[src/rtl/lfsr_sampler.sv]
// lfsr_sampler
//   Controller and consumer for an external configurable LFSR.  After reset
//   it holds the LFSR in reset for exactly NBITS cycles so the register fills,
//   waits for the LFSR's all-ones ready flag, and then steps the LFSR once
//   every DIV clocks.  The pre-shift MSB of each step is packed into an
//   SBITS-wide word.  Each word is offered on a valid/ready handshake.
//
//   Optional build macro LFSR_SAMPLER_LOCKUP_DETECT_EN: while running, an LFSR
//   value equal to LOCK_VAL sends the block back through the fill sequence.
//   It also discards the partial word and raises lockup for one cycle.
//   Without the macro, lockup is tied low.
//
// Ports
//   clk          in   system clock, rising edge
//   reset        in   synchronous active-high reset
//   run          in   permits LFSR stepping while high
//   lfsr_q       in   LFSR register value (NBITS)
//   lfsr_ready   in   LFSR all-ones flag
//   lfsr_reset   out  registered reset to the LFSR
//   lfsr_enable  out  combinational step strobe to the LFSR
//   sample_data  out  packed random word (SBITS)
//   sample_valid out  sample_data holds an unconsumed word
//   sample_ready in   consumer accepts the word
//   running      out  high while in the RUN state
//   lockup       out  one-cycle lock-up pulse
module lfsr_sampler #(
  parameter int          NBITS    = 8,
  parameter int          SBITS    = 8,
  parameter int          DIV      = 1,
  parameter int unsigned LOCK_VAL = 0
) (
  input  logic             clk,
  input  logic             reset,
  input  logic             run,
  input  logic [NBITS-1:0] lfsr_q,
  input  logic             lfsr_ready,
  output logic             lfsr_reset,
  output logic             lfsr_enable,
  output logic [SBITS-1:0] sample_data,
  output logic             sample_valid,
  input  logic             sample_ready,
  output logic             running,
  output logic             lockup
);

  // The init/wait counter must reach 2*NBITS-1 for the WAIT timeout.
  localparam int CW = $clog2(2 * NBITS);
  localparam int DW = (DIV > 1) ? $clog2(DIV) : 1;
  localparam int BW = (SBITS > 1) ? $clog2(SBITS) : 1;

  localparam logic [CW-1:0]    INIT_LAST = CW'(NBITS - 1);
  localparam logic [CW-1:0]    WAIT_LAST = CW'(2 * NBITS - 1);
  localparam logic [DW-1:0]    DIV_LAST  = DW'(DIV - 1);
  localparam logic [BW-1:0]    BCNT_LAST = BW'(SBITS - 1);
  localparam logic [NBITS-1:0] LOCK_Q    = NBITS'(LOCK_VAL);

  typedef enum logic [1:0] {
    S_INIT = 2'd0,
    S_WAIT = 2'd1,
    S_RUN  = 2'd2
  } state_t;

  state_t           r_state;
  state_t           w_state_nxt;
  logic [CW-1:0]    r_cnt;
  logic             r_lfsr_reset;
  logic [DW-1:0]    r_div;
  logic [SBITS-1:0] r_acc;
  logic [BW-1:0]    r_bcnt;
  logic             r_acc_full;
  logic [SBITS-1:0] r_data;
  logic             r_valid;
  logic             r_running;

  logic w_init_done;
  logic w_wait_tmo;
  logic w_div_last;
  logic w_lock;
  logic w_step;
  logic w_xfer;

  assign w_init_done = (r_cnt == INIT_LAST);
  assign w_wait_tmo  = (r_cnt == WAIT_LAST);
  assign w_div_last  = (r_div == DIV_LAST);

`ifdef LFSR_SAMPLER_LOCKUP_DETECT_EN
  logic r_lockup;

  assign w_lock = (r_state == S_RUN) && (lfsr_q == LOCK_Q);

  always_ff @(posedge clk) begin
    if (reset) r_lockup <= 1'b0;
    else       r_lockup <= w_lock;
  end

  assign lockup = r_lockup;
`else
  // Only the MSB of the LFSR is consumed when detection is compiled out.
  logic w_unused_lock;
  assign w_unused_lock = ^{LOCK_Q, lfsr_q};
  assign w_lock        = 1'b0;
  assign lockup        = 1'b0;
`endif

  // A lock-up cycle neither steps the LFSR nor publishes the discarded word.
  assign w_step = (r_state == S_RUN) && run && w_div_last && !r_acc_full && !w_lock;
  assign w_xfer = r_acc_full && (!r_valid || sample_ready) && !w_lock;

  // ---- state register ----
  always_ff @(posedge clk) begin
    if (reset) r_state <= S_INIT;
    else       r_state <= w_state_nxt;
  end

  always_comb begin
    w_state_nxt = r_state;
    case (r_state)
      S_INIT:  if (w_init_done) w_state_nxt = S_WAIT;
      S_WAIT: begin
        if (lfsr_ready)      w_state_nxt = S_RUN;
        else if (w_wait_tmo) w_state_nxt = S_INIT;
      end
      S_RUN:   if (w_lock) w_state_nxt = S_INIT;
      default: w_state_nxt = S_INIT;
    endcase
  end

  // ---- fill / wait counter and LFSR reset ----
  // The LFSR reset is released on the edge that leaves INIT.  It is set again
  // on every re-entry to INIT, so each fill lasts exactly NBITS cycles.
  always_ff @(posedge clk) begin
    if (reset) begin
      r_cnt        <= '0;
      r_lfsr_reset <= 1'b1;
    end else begin
      case (r_state)
        S_INIT: begin
          if (w_init_done) begin
            r_cnt        <= '0;
            r_lfsr_reset <= 1'b0;
          end else begin
            r_cnt <= r_cnt + CW'(1);
          end
        end
        S_WAIT: begin
          if (lfsr_ready) begin
            r_cnt <= '0;
          end else if (w_wait_tmo) begin
            r_cnt        <= '0;
            r_lfsr_reset <= 1'b1;
          end else begin
            r_cnt <= r_cnt + CW'(1);
          end
        end
        S_RUN: begin
          if (w_lock) begin
            r_cnt        <= '0;
            r_lfsr_reset <= 1'b1;
          end
        end
        default: r_cnt <= '0;
      endcase
    end
  end

  // ---- step-rate divider ----
  // The divider runs up to DIV-1 and parks there until a step consumes it.
  // A full accumulator therefore stalls with div at DIV-1.  The step spacing
  // also survives word boundaries when DIV > 1.
  always_ff @(posedge clk) begin
    if (reset) begin
      r_div <= '0;
    end else if (r_state == S_WAIT && lfsr_ready) begin
      r_div <= '0;
    end else if (w_step) begin
      r_div <= '0;
    end else if (r_state == S_RUN && run && !w_div_last) begin
      r_div <= r_div + DW'(1);
    end
  end

  // ---- bit accumulator ----
  // The pre-shift MSB enters at the LSB, so the first bit lands in the word MSB.
  always_ff @(posedge clk) begin
    if (reset || w_lock) begin
      r_acc      <= '0;
      r_bcnt     <= '0;
      r_acc_full <= 1'b0;
    end else if (w_xfer) begin
      r_bcnt     <= '0;
      r_acc_full <= 1'b0;
    end else if (w_step) begin
      r_acc <= (r_acc << 1) | SBITS'(lfsr_q[NBITS-1]);
      if (r_bcnt == BCNT_LAST) r_acc_full <= 1'b1;
      else                     r_bcnt     <= r_bcnt + BW'(1);
    end
  end

  // ---- output word register and handshake ----
  always_ff @(posedge clk) begin
    if (reset) begin
      r_data  <= '0;
      r_valid <= 1'b0;
    end else if (w_xfer) begin
      r_data  <= r_acc;
      r_valid <= 1'b1;
    end else if (r_valid && sample_ready) begin
      r_valid <= 1'b0;
    end
  end

  always_ff @(posedge clk) begin
    if (reset) r_running <= 1'b0;
    else       r_running <= (w_state_nxt == S_RUN);
  end

  assign lfsr_reset   = r_lfsr_reset;
  assign lfsr_enable  = w_step;
  assign sample_data  = r_data;
  assign sample_valid = r_valid;
  assign running      = r_running;

endmodule

[config.mk]
export PLATFORM = sky130hd
export DESIGN_NAME = lfsr_sampler
export DESIGN_NICKNAME = d
export VERILOG_FILES = /design/src/rtl/lfsr_sampler.sv
export SDC_FILE = /design/constraint.sdc
export NUM_CORES = 1
export LEC_CHECK = 0
export CAP_MARGIN = 10
export CORE_MARGIN = 2
export CORE_UTILIZATION = 50
export CTS_CLUSTER_DIAMETER = 80
export DETAILED_ROUTE_END_ITERATION = 6
export PLACE_DENSITY = 0.87
export SLEW_MARGIN = 5
export SYNTH_ARGS = -nofsm -noshare
export SYNTH_HDL_FRONTEND = slang
export SYNTH_SLANG_ARGS = --single-unit
export TNS_END_PERCENT = 20
[constraint.sdc]
create_clock -name clk -period 2.3 [get_ports clk]
set_clock_uncertainty 0.2 [all_clocks]
set_input_delay 0.23 -clock clk [delete_from_list [all_inputs] [get_ports clk]]
set_output_delay 0.23 -clock clk [all_outputs]
set_load 0.02 [all_outputs]
# Word level (Yosys, flattened, before mapping)

Cells that the tools add are included.

ROM bits: 0
Bits in registers: 30
Output and inout bits: 13
Bits in writable memories: 0
Word-level logic and storage cells: 59
Bits in latches: 0
Memories kept: 0

Reductions and logical operators: 19
Multipliers: 0
Shifts and indexed selects: 0
Divide/modulo/power cells: 0
Bitwise logic cells: 4
Muxes and demuxes: 14
$lt $le $gt $ge: 0
Equal/unequal tests: 9
Add/subtract/negate cells: 3

Operators by type and width:

| kind                | count |
|---|---|
| $mux 4              | 3 |
| $pmux 4 s3          | 1 |
| $or 8x1->8          | 1 |
| $logic_and 1x1->1   | 7 |
| $mux 2              | 3 |
| $ne 2x2->1 const B  | 3 |
| $pmux 2 s3          | 1 |
| $reduce_and 2->1    | 3 |
| $mux 1              | 5 |
| $add 4x1->4 const B | 1 |
| $eq 2x2->1 const B  | 2 |
| $eq 4x3->1 const B  | 1 |
| $eq 4x4->1 const B  | 1 |
| $reduce_and 4->1    | 1 |
| $reduce_bool 2->1   | 2 |
| $add 3x1->3 const B | 1 |
| $eq 3x3->1 const B  | 1 |
| $not 1->1           | 3 |
| $reduce_or 3->1     | 1 |
| $eq 2x1->1 const B  | 1 |
| $logic_not 1->1     | 2 |
| $logic_not 2->1     | 1 |
| $pmux 1 s2          | 1 |
| $reduce_or 2->1     | 1 |
| 2 further kinds     | 2 |

# Longest topological paths before layout

Word-level depth: 5
Depth in mapped cells: 5

# Worst setup path after synthesis

OpenSTA, ideal clock, no wires.

Kind: register to register
Start: reg r_bcnt[0]
End: reg r_bcnt[0]
Slack: 623 ps
Data arrival time: 1391 ps
Path buffers: 0
Data required time: 2014 ps
Clock period less this slack: 1677 ps
Cell stages (with the launch flop): 5
Library setup time: 86 ps
Cells stage by stage: dfxtp_1 ha_1 ha_1 or4_1 a221oi_2

Cells in the longest elaborated chain, start to end: 3
Elaborated cells on any way between the ends: 4

RTL lines:

| what                                                                | line | source |
|---|---|---|
| start, declared                                                     | 69   | `logic [BW-1:0] r_bcnt;` |
| start signal, assigned                                              | 195  | `else r_bcnt <= r_bcnt + BW'(1);` |
| parallel branches: the longest is 3 deep, another holds $add 3x1->3 | n/a  |  |

Several ways; the timed one is not identified.
A chain may end at the register's enable or synchronous reset.

# Final worst setup path

Start: reg r_state[0]
End: reg r_bcnt[0]

Cells in the longest elaborated chain, start to end: 5

RTL lines:

| what                            | line | source |
|---|---|---|
| start, declared                 | 63   | `state_t r_state;` |
| start signal, assigned          | 112  | `else r_state <= w_state_nxt;` |
| $eq 2x2->1                      | 106  | `assign w_step = (r_state == S_RUN) && run && w_div_last && !r_acc_full && !w_lock;` |
| $logic_and 1x1->1 (3 in series) | 106  |  |
| $reduce_and 2->1 (no line)      | n/a  |  |

Every way passes these cells.

==> impl_metrics.tcl <==
set metrics [dict create \
    status "finished clean" \
    cellPowerDensity_nw_per_um2 706 \
    holdCritPathClass "flop to flop" \
    ys_ff_latch 30 \
    setup_tns_ps 0 \
    drive_above_1_share_pct 8.98 \
    start_kind "flop" \
    grt_setup_unrepaired "false" \
    yosysSeqAreaShare_pct 45.8 \
    power_leakage_nw 0.576 \
    grt_max_degree 22 \
    synth_mux_area_share_pct 3.05 \
    synth-compound-area-share_pct 24.3 \
    ant_nets 0 \
    antennaDiodeCount 0 \
    max_slew_margin_pct 63.7 \
    fin_cells 197 \
    drt_first_pass_iters 4 \
    drc 0 \
    viasPerCell 5.84 \
    path_clk_slew_ps 100 \
    p_seq_share_pct 47.4 \
    ff2ff_setup_slack_ps 410 \
    portBuffers 17 \
    hold_slack_ps 282 \
    area_growth_pct 21.9 \
    synth_simple_gate_area_share_pct 16.6 \
    clock_latency_ps 320 \
    period_share_pct 82.0 \
    dieArea_um2 3050 \
    crit_type "flop to flop" \
    core-area_um2 2480 \
    rows 18 \
    crit_path_end_kind "flop" \
    grt_util_met2_pct 33.7 \
    combPwrFrac_pct 4.5 \
    ys_warn_count 0 \
    grt.total_usage_pct 19.3 \
    io_pins 26 \
    die_h_um 55.2 \
    grt.busiest_layer "met2" \
    grt_pass1_vias 1103 \
    timing.fmax_mhz 530 \
    cts.sinks 30 \
    hpwlAfterDp_um 1970 \
    initial_core_util_pct 52.9 \
    cts_max_level 2 \
    synth_area_per_cell_um2 8.63 \
    setup_viol 0 \
    path_max_fanout 12 \
    slew_violations 0 \
    p_int_mw 0.920 \
    switching_share_pct 18.6 \
    root_buffer "clkbuf_4" \
    fp.dieW_um 55.2 \
    synth-xor-area-share_pct 0.668 \
    dpl_cell_area_um2 1480 \
    cts_buffers 5 \
    met1_usage_pct 22.5 \
    syn_inst 152 \
    synth_top_family_by_area "compound AO/OA/AOI/OAI gates" \
    fin_nets 182 \
    synthAdderAreaFrac_pct 2.86 \
    syn_nets 168 \
    ir_drop_mv 0.661 \
    drtIter0Drc 43 \
    grt_pass1_wl_um 4820 \
    routedWlPerCell_um 14.0 \
    grt_antenna_before_repair 0 \
    final_cell_mix "29 x dfxtp_1, 23 x a21oi_1, 19 x o21ai_0, 18 x nand3_1, 16 x clkdlybuf4s50_1" \
    tightest_slew_ps 544 \
    final_hold_viol_count 0 \
    synthesis.area_um2 1310 \
    final_util_pct 64.5 \
    power.total_mw 1.13 \
    fin_ws_ps 413 \
    worstPathArrival_ps 1920 \
    pre_cts_ws_ps 220 \
    final_common_cell "dfxtp_1" \
    dpl.cell_count 189 \
    synth_cell_type_count 33 \
    post_cts_buffers 0 \
    gp_congestion 0.781 \
    required_ps 2330 \
    cts_tree "built" \
    vias 1150 \
    clockBufferDepth 2 \
    pwr-share-clk_pct 48.1 \
    drt-total-wl_um 2760 \
    fin_area_um2 1600 \
    drv_cap 0 \
    use_met3_pct 4.68 \
    power.switching_mw 0.210 \
    finalCriticalPeriod_ps 1890 \
    gr-total-overflow 0 \
]
-- layout make-up --
cell class | count | area, µm²
flip-flops and latches | 30 | 602
well taps | 30 | 37.5
repair buffers | 21 | 203
multi-input cells | 103 | 627
inverters | 5 | 18.8
clock buffers | 6 | 51.3
clock inverters | 2 | 60.1
fillers | 210 | 878
-- Yosys cell counts (all sizes together) --
| library cell | count | area share, % |
|---|---|---|
| dfxtp | 30 | 46 |
| a21oi | 23 | 8.8 |
| o21ai | 19 | 7.3 |
| nand3 | 18 | 6.9 |
| clkbuf | 8 | 2.3 |
| o211ai | 7 | 4.0 |
| buf | 6 | 2.7 |
| inv | 5 | 1.4 |
| mux2i | 4 | 3.1 |
| nor2 | 4 | 1.1 |
| ha | 3 | 2.9 |
| nand2 | 3 | 0.86 |
| a221oi | 2 | 1.8 |
| nand2b | 2 | 0.95 |
| nor2b | 2 | 0.95 |
| nor3 | 2 | 0.76 |
| a211oi | 1 | 0.57 |
| a2bb2oi | 1 | 0.67 |
| a41oi | 1 | 0.67 |
| and2 | 1 | 0.48 |
| and3 | 1 | 0.48 |
| and4 | 1 | 0.67 |
| and4bb | 1 | 0.95 |
| conb | 1 | 0.29 |
| nand4bb | 1 | 0.86 |
| nor3b | 1 | 0.57 |
| nor4 | 1 | 0.48 |
| o31ai | 1 | 0.57 |
| or4 | 1 | 0.57 |
| xor2 | 1 | 0.67 |
-- what timing repair did --
item / in CTS / in global routing
hold buffers: 0 / 0
endpoints found under the setup margin: 0 / 1
gates resized for setup: 0 / 2
-- sequential cells by signal, summed over array words and instances (netlist names) --
| register | count |
|---|---|
| sample_valid | 1 |
| r_bcnt | 3 |
| sample_data | 8 |
| lfsr_reset | 1 |
| running | 1 |
| r_cnt | 4 |
| r_div | 1 |
| r_acc_full | 1 |
| r_state | 2 |
| r_acc | 8 |
-- routing by layer --
| layer | wire length [µm] | up-vias |
|---|---|---|
| met1 | 1200 | 543 |
| met4 | 24 | 0 |
| met5 | 0 | - |
| met2 | 1440 | 25 |
| li1 | - | 578 |
| met3 | 98 | 4 |
-- power groups by stage --
| stage | registers (mW) | clock network (mW) | logic [mW] |
|---|---|---|---|
| detailed placement | 0.547 | 0 | 0.0503 |
| finish | 0.536 | 0.543 | 0.0507 |
| CTS | 0.535 | 0.554 | 0.0505 |
| floorplan | 0.545 | 0 | 0.0355 |
| global route | 0.538 | 0.568 | 0.0567 |
| global placement | 0.547 | 0 | 0.0481 |
-- critical path, stage by stage, from the launching register on --
cell and delay, ps:
dfxtp_1 430, nand4bb_1 290, buf_4 210, or4_1 420, a221oi_2 240
-- worst paths after layout --
kind,from,end,cells after the start
max,r_state[0],r_bcnt[0],4
min,sample_data[4],sample_data[4],2
max reg2reg,r_state[0],r_bcnt[0],4
min reg2reg,sample_data[4],sample_data[4],2
-- kinds of logic (layout without fill, tap and decap cells) --
| logic type | after synthesis | after routing |
|---|---|---|
| AO/OA/AOI/OAI | 55 | 55 |
| AND/OR/NAND/NOR | 39 | 39 |
| flip-flops | 30 | 30 |
| buffers and inverters | 19 | 34 |
| multiplexers | 4 | 4 |
| adder cells (fa/ha/maj) | 3 | 3 |
| other | 1 | 1 |
| XOR/XNOR | 1 | 1 |
Power figures use the tool's default switching activity.
